## config.mk

```make
export PLATFORM = sky130hd
export DESIGN_NAME = sclk_rate_ctrl
export DESIGN_NICKNAME = d
export VERILOG_FILES = /design/src/rtl/sclk_rate_ctrl.sv
export SDC_FILE = /design/constraint.sdc
export NUM_CORES = 1
export LEC_CHECK = 0
export CORE_ASPECT_RATIO = 1.2
export CORE_MARGIN = 3
export CORE_UTILIZATION = 25
export CTS_CLUSTER_SIZE = 25
export DETAILED_ROUTE_END_ITERATION = 16
export SLEW_MARGIN = 20
export SYNTH_ARGS = -nofsm -noshare
export SYNTH_HDL_FRONTEND = slang
export SYNTH_SLANG_ARGS = --single-unit
```

## constraint.sdc

```tcl
create_clock -name CLK -period 5.4 [get_ports CLK]
set_input_delay 0.81 -clock CLK [delete_from_list [all_inputs] [get_ports CLK]]
set_output_delay 0.81 -clock CLK [all_outputs]
set_load 0.005 [all_outputs]
```

## src/rtl/sclk_rate_ctrl.sv

```systemverilog
// sclk_rate_ctrl: debounced switch-driven SCLK divider with boundary-only rate changes and a TICK on each rising edge.
module sclk_rate_ctrl #(
    parameter int BASE_DIV   = 2,
    parameter int STABLE_CYC = 4,
    parameter int CNT_W      = 32
) (
    input  logic       CLK,
    input  logic       RST_N,
    input  logic [7:0] SW,
    input  logic       EN,
    output logic       SCLK,
    output logic       TICK,
    output logic [7:0] ACT_SEL,
    output logic       RUNNING
);
    localparam int STAB_W = $clog2(STABLE_CYC + 1);
    typedef enum logic [1:0] {HALT, LOW, HIGH} state_t;
    state_t r_state;
    logic [7:0] r_s1, r_s2, r_cand, r_filt;
    logic [STAB_W-1:0] r_stab;
    logic [CNT_W-1:0] r_cnt;
    logic [CNT_W-1:0] w_reload;
    assign w_reload = CNT_W'(BASE_DIV) * (CNT_W'(r_filt) + CNT_W'(1)) - CNT_W'(1);
    assign RUNNING  = r_state != HALT;
    always_ff @(posedge CLK or negedge RST_N) begin
        if (!RST_N) begin
            r_s1   <= '0;
            r_s2   <= '0;
            r_cand <= '0;
            r_filt <= '0;
            r_stab <= '0;
        end else begin
            r_s1 <= SW;
            r_s2 <= r_s1;
            if (r_s2 != r_cand) begin
                r_cand <= r_s2;
                r_stab <= '0;
            end else if (r_stab == STAB_W'(STABLE_CYC - 1)) begin
                r_filt <= r_cand;
            end else begin
                r_stab <= r_stab + STAB_W'(1);
            end
        end
    end
    // rate is sampled from r_filt only at phase boundaries, so a running phase is never cut short
    always_ff @(posedge CLK or negedge RST_N) begin
        if (!RST_N) begin
            r_state <= HALT;
            r_cnt   <= '0;
            SCLK    <= 1'b0;
            TICK    <= 1'b0;
            ACT_SEL <= '0;
        end else begin
            TICK <= 1'b0;
            case (r_state)
                HALT: begin
                    SCLK    <= 1'b0;
                    ACT_SEL <= r_filt;
                    if (EN && r_filt != 8'd0) begin
                        r_state <= LOW;
                        r_cnt   <= w_reload;
                    end
                end
                LOW: begin
                    if (!EN) begin
                        r_state <= HALT;
                    end else if (r_cnt != '0) begin
                        r_cnt <= r_cnt - CNT_W'(1);
                    end else begin
                        ACT_SEL <= r_filt;
                        if (r_filt == 8'd0) begin
                            r_state <= HALT;
                        end else begin
                            r_state <= HIGH;
                            SCLK    <= 1'b1;
                            TICK    <= 1'b1;
                            r_cnt   <= w_reload;
                        end
                    end
                end
                HIGH: begin
                    if (r_cnt != '0) begin
                        r_cnt <= r_cnt - CNT_W'(1);
                    end else begin
                        ACT_SEL <= r_filt;
                        SCLK    <= 1'b0;
                        if (!EN || r_filt == 8'd0) begin
                            r_state <= HALT;
                        end else begin
                            r_state <= LOW;
                            r_cnt   <= w_reload;
                        end
                    end
                end
                default: r_state <= HALT;
            endcase
        end
    end
endmodule

```

Word level (Yosys, flattened, before mapping)
Index checks and enable logic that the tools add are counted.
Storage, ports and cells
  register bits after elaboration: 79
  input port bits: 11
  output and inout port bits: 11
  logic and storage cells: 70
Cells by class
  add/subtract/negate cells: 4
  equal/unequal tests: 13
  muxes and demuxes: 28
  bitwise operators: 1
  reductions and logical operators: 14
Operator list (count)
  2-to-1 mux 32 bit: 6
  case mux 32 bit (3 select lines): 1
  nonzero test 32 bit: 1
  subtractor 32 x 1 -> 32 bit, second input constant: 1
  case mux 8 bit (3 select lines): 1
  2-to-1 mux 8 bit: 2
  inequality test 2 bit, second input constant: 6
  subtractor 10 x 1 -> 11 bit, second input constant: 1
  2-to-1 mux 2 bit: 5
  AND reduction 5 bit: 2
  adder 8 x 1 -> 9 bit, second input constant: 1
  2-to-1 mux 1 bit: 9
  inequality test 3 bit, second input constant: 3
  zero test 8 bit: 1
  inequality test 8 bit: 1
  nonzero test 8 bit: 1
  2-to-1 mux 3 bit: 2
  case mux 2 bit (3 select lines): 1
  AND reduction 2 bit: 2
  adder 3 x 1 -> 3 bit, second input constant: 1
  == test 3 x 2 -> 1 bit, second input constant: 1
  case mux 1 bit (3 select lines): 1
  AND reduction 3 bit: 1
  nonzero test 3 bit: 1
  8 further kinds: 8

Longest topological paths before layout
  word-level depth: 6
  depth in mapped cells: 11
  depth with buffers taken out: 8

Least setup slack after synthesis
OpenSTA, ideal clock, no wires.
  path type: reg2reg
  from: register r_cnt[22]
  to: register r_cnt[5]
  setup time: 121 ps
  arrival time: 2779 ps
  required time: 5279 ps
  setup slack: 2500 ps
  stages on the path, launching flop included: 10
  path buffers: 4
  clock period less this slack: 2900 ps
  cell sequence: dfrtp_1 > or4_4 > or4_1 > buf_2 > or4b_1 > buf_2 > o21a_1 > buf_6 > buf_2 > a22o_1
On the way
  cells in the longest elaborated chain, start to end: 4
  elaborated cells between the ends (all ways): 8
  classes of those cells: eq/ne (2); mux (4); reduce/logical (2)
Ends and longest elaborated chain
  start: declaration: line 21  | logic [CNT_W-1:0] r_cnt;
  start signal: assignment: line 61  | r_cnt <= w_reload;
  start signal: assignment: line 68  | r_cnt <= r_cnt - CNT_W'(1);
  start signal: assignment: line 77  | r_cnt <= w_reload;
  nonzero test 32 bit (*): line 67, 82
  2-to-1 mux 32 bit: line 67  | end else if (r_cnt != '0) begin
  2-to-1 mux 32 bit: line 65  | if (!EN) begin
  case mux 32 bit (3 select lines): line 55  | case (r_state)
Mark *: on every way between the ends. The rest lies on a longest branch, timed or not. The select of a mux whose other input is x is not followed.
A chain may end at the register's enable or synchronous reset.

Worst setup path in the final report
  from: register r_cnt[22]
  to: register r_cnt[29]
On the way
  cells in the longest elaborated chain, start to end: 4
  elaborated cells between the ends (all ways): 9
  classes of those cells: add/sub (1); eq/ne (2); mux (4); reduce/logical (2)
Ends and longest elaborated chain (line)
  subtractor 32 x 1 -> 32 bit / nonzero test 32 bit (equally long branches)
  2-to-1 mux 32 bit: 67
  2-to-1 mux 32 bit: 65
  case mux 32 bit (3 select lines): 55
Parallel ways exist; a longest one is shown, timed or not. The select of a mux whose other input is x is not followed.

==> results.sh <==
export IMPL_synth_edf_count=0
export IMPL_drv_cap=0
export IMPL_grtUsageTotal_pct=11.21
export IMPL_layout_common_cells="dfrtp_1, o21ai_0, nor3_1, nor2_1, nand2_1"
export IMPL_p_leak_nw=2.054
export IMPL_peakVddDrop_uv=188.8
export IMPL_syn_cell_area_sq_um=4213
export IMPL_antenna_cells=0
export IMPL_dr_pass1_iters=5
export IMPL_grt_pass1_vias=3407
export IMPL_wl_met3_um=519
export IMPL_fin_hold_ws_ps=346.9
export IMPL_tns_ps=0
export IMPL_synth_ff_type="dfrtp_1"
export IMPL_die_h_um=148.2
export IMPL_grt_overflow=0
export IMPL_fin_crit_ps=3813
export IMPL_htreeDepth=3
export IMPL_vias_per_cell=5.243
export IMPL_rsz0062_at_grt="false"
export IMPL_fill_cells=1666
export IMPL_crit_path_end_kind="register"
export IMPL_report_final_slew_viol_count=0
export IMPL_p_total_mw=1.218
export IMPL_yosysSeqAreaShare_pct=46.93
export IMPL_rows=51
export IMPL_routed_wl_um=10130
export IMPL_placed_area_sq_um=4554
export IMPL_worst_slack_ps=1587
export IMPL_die_area_sq_um=18450
export IMPL_port_buffers=21
export IMPL_fp_dieW_um=124.5
export IMPL_cp_slowest_cell="or4b_1"
export IMPL_layoutNonFillerInstCount=649
export IMPL_crit_type="register to register"
export IMPL_cts_made_buffers=9
export IMPL_ys_ff_latch=79
export IMPL_hold_class="register to register"
export IMPL_wl_met2_um=5111
export IMPL_grt_antenna_before_repair=0
export IMPL_syn_avg_cell_area_sq_um=9.774
export IMPL_worstSetupPathDepth=6
export IMPL_slew_headroom_pct=34.13
export IMPL_crit_path_max_incr_delay_ps=860
export IMPL_seq_area_sq_um=1977
export IMPL_status="finished, final reports clean"
export IMPL_clock_latency_ps=330
export IMPL_syn_to_final_growth_pct=15.65
export IMPL_crit_buf_inv=0
export IMPL_grt_first_pass_wirelength_um=17150
export IMPL_path_cells="or4_4 -> or4_1 -> or4b_1 -> nand2_1 -> nand3_1 -> a21bo_2"
export IMPL_wl_per_cell_um=15.61
export IMPL_core_sq_um=16400
export IMPL_r2r_slack_ps=1590
export IMPL_tightest_slew_ps=988.1
export IMPL_num_vias=3403
export IMPL_crit_path_start_kind="register"
export IMPL_crit_family="simple AND/OR/NAND/NOR gates"
export IMPL_crit_fanout=16
export IMPL_final_common_cell="dfrtp_1"
export IMPL_cts_setup_buffers=0
export IMPL_holdPathStages=0
export IMPL_synth_nets=452
export IMPL_drt_initial_drc_count=188
export IMPL_cp_arrival_ps=4090
export IMPL_antenna_left=0
export IMPL_cts_sinks=79
export IMPL_final_hold_viol_count=0
export IMPL_powerDensity_nw_per_um2=250.0
export IMPL_start_util_pct=25.69
export IMPL_ys_types=64
export IMPL_tritoncts="done"
export IMPL_async_flop_share_pct=100.0
export IMPL_fin_util_pct=29.71
export IMPL_final_nets=453
export IMPL_cts_repair_resized=0
export IMPL_post_dp_hpwl_um=6941
export IMPL_yosysWarnings=0
export IMPL_timing_fmax_ghz=0.2623
export IMPL_place_gp_congestion=0.8762
export IMPL_route_layer_met1_wl_um=4238
export IMPL_cts_root_buf="clkbuf_16"
export IMPL_pre_cts_slack_ps=1692
export IMPL_hold_buffers=0
export IMPL_fin_crit_sh_pct=70.61
export IMPL_design_area_sq_um=4872
export IMPL_topRoutingLayerUsed="met4"
export IMPL_grt_max_degree=80
export IMPL_clock_skew_ps=4.398
export IMPL_reg2regPathDepth=6
export IMPL_drive_gt1_share_pct=11.21
export IMPL_synth_cells=431
export IMPL_cts_clk_slew_worst_paths_ps=60
export IMPL_multi_input_area_sq_um=2003
export IMPL_ios=22
export IMPL_drc=0
export IMPL_clock_path_buffers=2
export IMPL_dp_cells=632
export IMPL_finalSetupViolCount=0
export IMPL_crit_required_ps=5680
worst reg2reg max path, cell delays in order (launching register included):
cell,delay (ps)
dfrtp_1,430
or4_4,580
or4_1,570
or4b_1,860
nand2_1,490
nand3_1,490
a21bo_2,340
Yosys cell counts, types with 3 or more instances:
cell / n / area [sq um]
clkbuf_1: 24 / 90.09
o21ai_1: 4 / 20.02
mux2i_1: 3 / 30.03
a22oi_1: 6 / 45.04
a2bb2oi_1: 4 / 35.03
a21oi_1: 19 / 95.09
buf_2: 9 / 45.04
o311ai_1: 5 / 43.79
or2_2: 3 / 18.77
or3_1: 6 / 37.54
inv_1: 19 / 71.32
o21ai_0: 28 / 140.1
nor4_1: 9 / 56.30
nand4_1: 10 / 62.56
nand2_1: 22 / 82.58
xor2_1: 11 / 96.34
or4_1: 4 / 30.03
mux2_2: 16 / 180.2
o22ai_1: 5 / 31.28
o311ai_0: 3 / 26.28
nor2_1: 22 / 82.58
and2_1: 3 / 18.77
xnor2_1: 6 / 52.55
nor3_1: 26 / 130.1
and3_1: 5 / 31.28
o31ai_1: 3 / 22.52
nor4b_1: 3 / 26.28
ha_1: 10 / 125.1
dfrtp_1: 79 / 1977
nand3_1: 15 / 75.07
o2bb2ai_1: 4 / 35.03
layout make-up:
class	instances	area share (%)
Multi-Input combinational cell	297	41.11
Sequential cell	79	40.58
Timing Repair Buffer	26	5.444
Tap cell	212	5.444
Clock buffer	10	4.905
Inverter	19	1.464
Clock inverter	6	1.053
final timing paths:
path	start	end
worst max-delay path	r_cnt[22]	r_cnt[29]
worst min-delay path	r_s1[2]	r_s2[2]
worst max register to register	r_cnt[22]	r_cnt[29]
worst min register to register	r_s1[2]	r_s2[2]
max in group asynchronous	RST_N	r_state[1]
min in group asynchronous	RST_N	r_stab[1]
registers in the layout (all words and copies together) (netlist names):
register,count
ACT_SEL,8
r_cand,8
r_s2,8
r_state,2
r_s1,8
SCLK,1
r_cnt,32
TICK,1
r_stab,3
r_filt,8
layer usage:
metal  vias to the layer above  GRT usage, %
met4                         0         4.989
met1                      1665         13.92
met5                         -             0
met2                       125         18.99
met3                        20         2.155
li1                       1593             -
power by group:
group	total, mW	switching [mW]	internal, mW
Sequential	0.606	0.00470	0.601
Combinational	0.0261	0.0151	0.0111
Clock	0.586	0.256	0.330
Total	1.22	0.275	0.942
logic make-up (layout without fill, tap and decap cells):
kind of cell             after synthesis  in the layout  synth area share (%)
AO/OA/AOI/OAI                        114            114                 18.71
XOR/XNOR                              17             17                 3.534
adder cells (fa/ha/maj)               10             10                 2.970
buffers and inverters                 55             61                 5.524
flip-flops                            79             79                 46.93
multiplexers                          19             19                 4.990
AND/OR/NAND/NOR                      137            137                 17.35
Power figures use the tool's default switching activity.
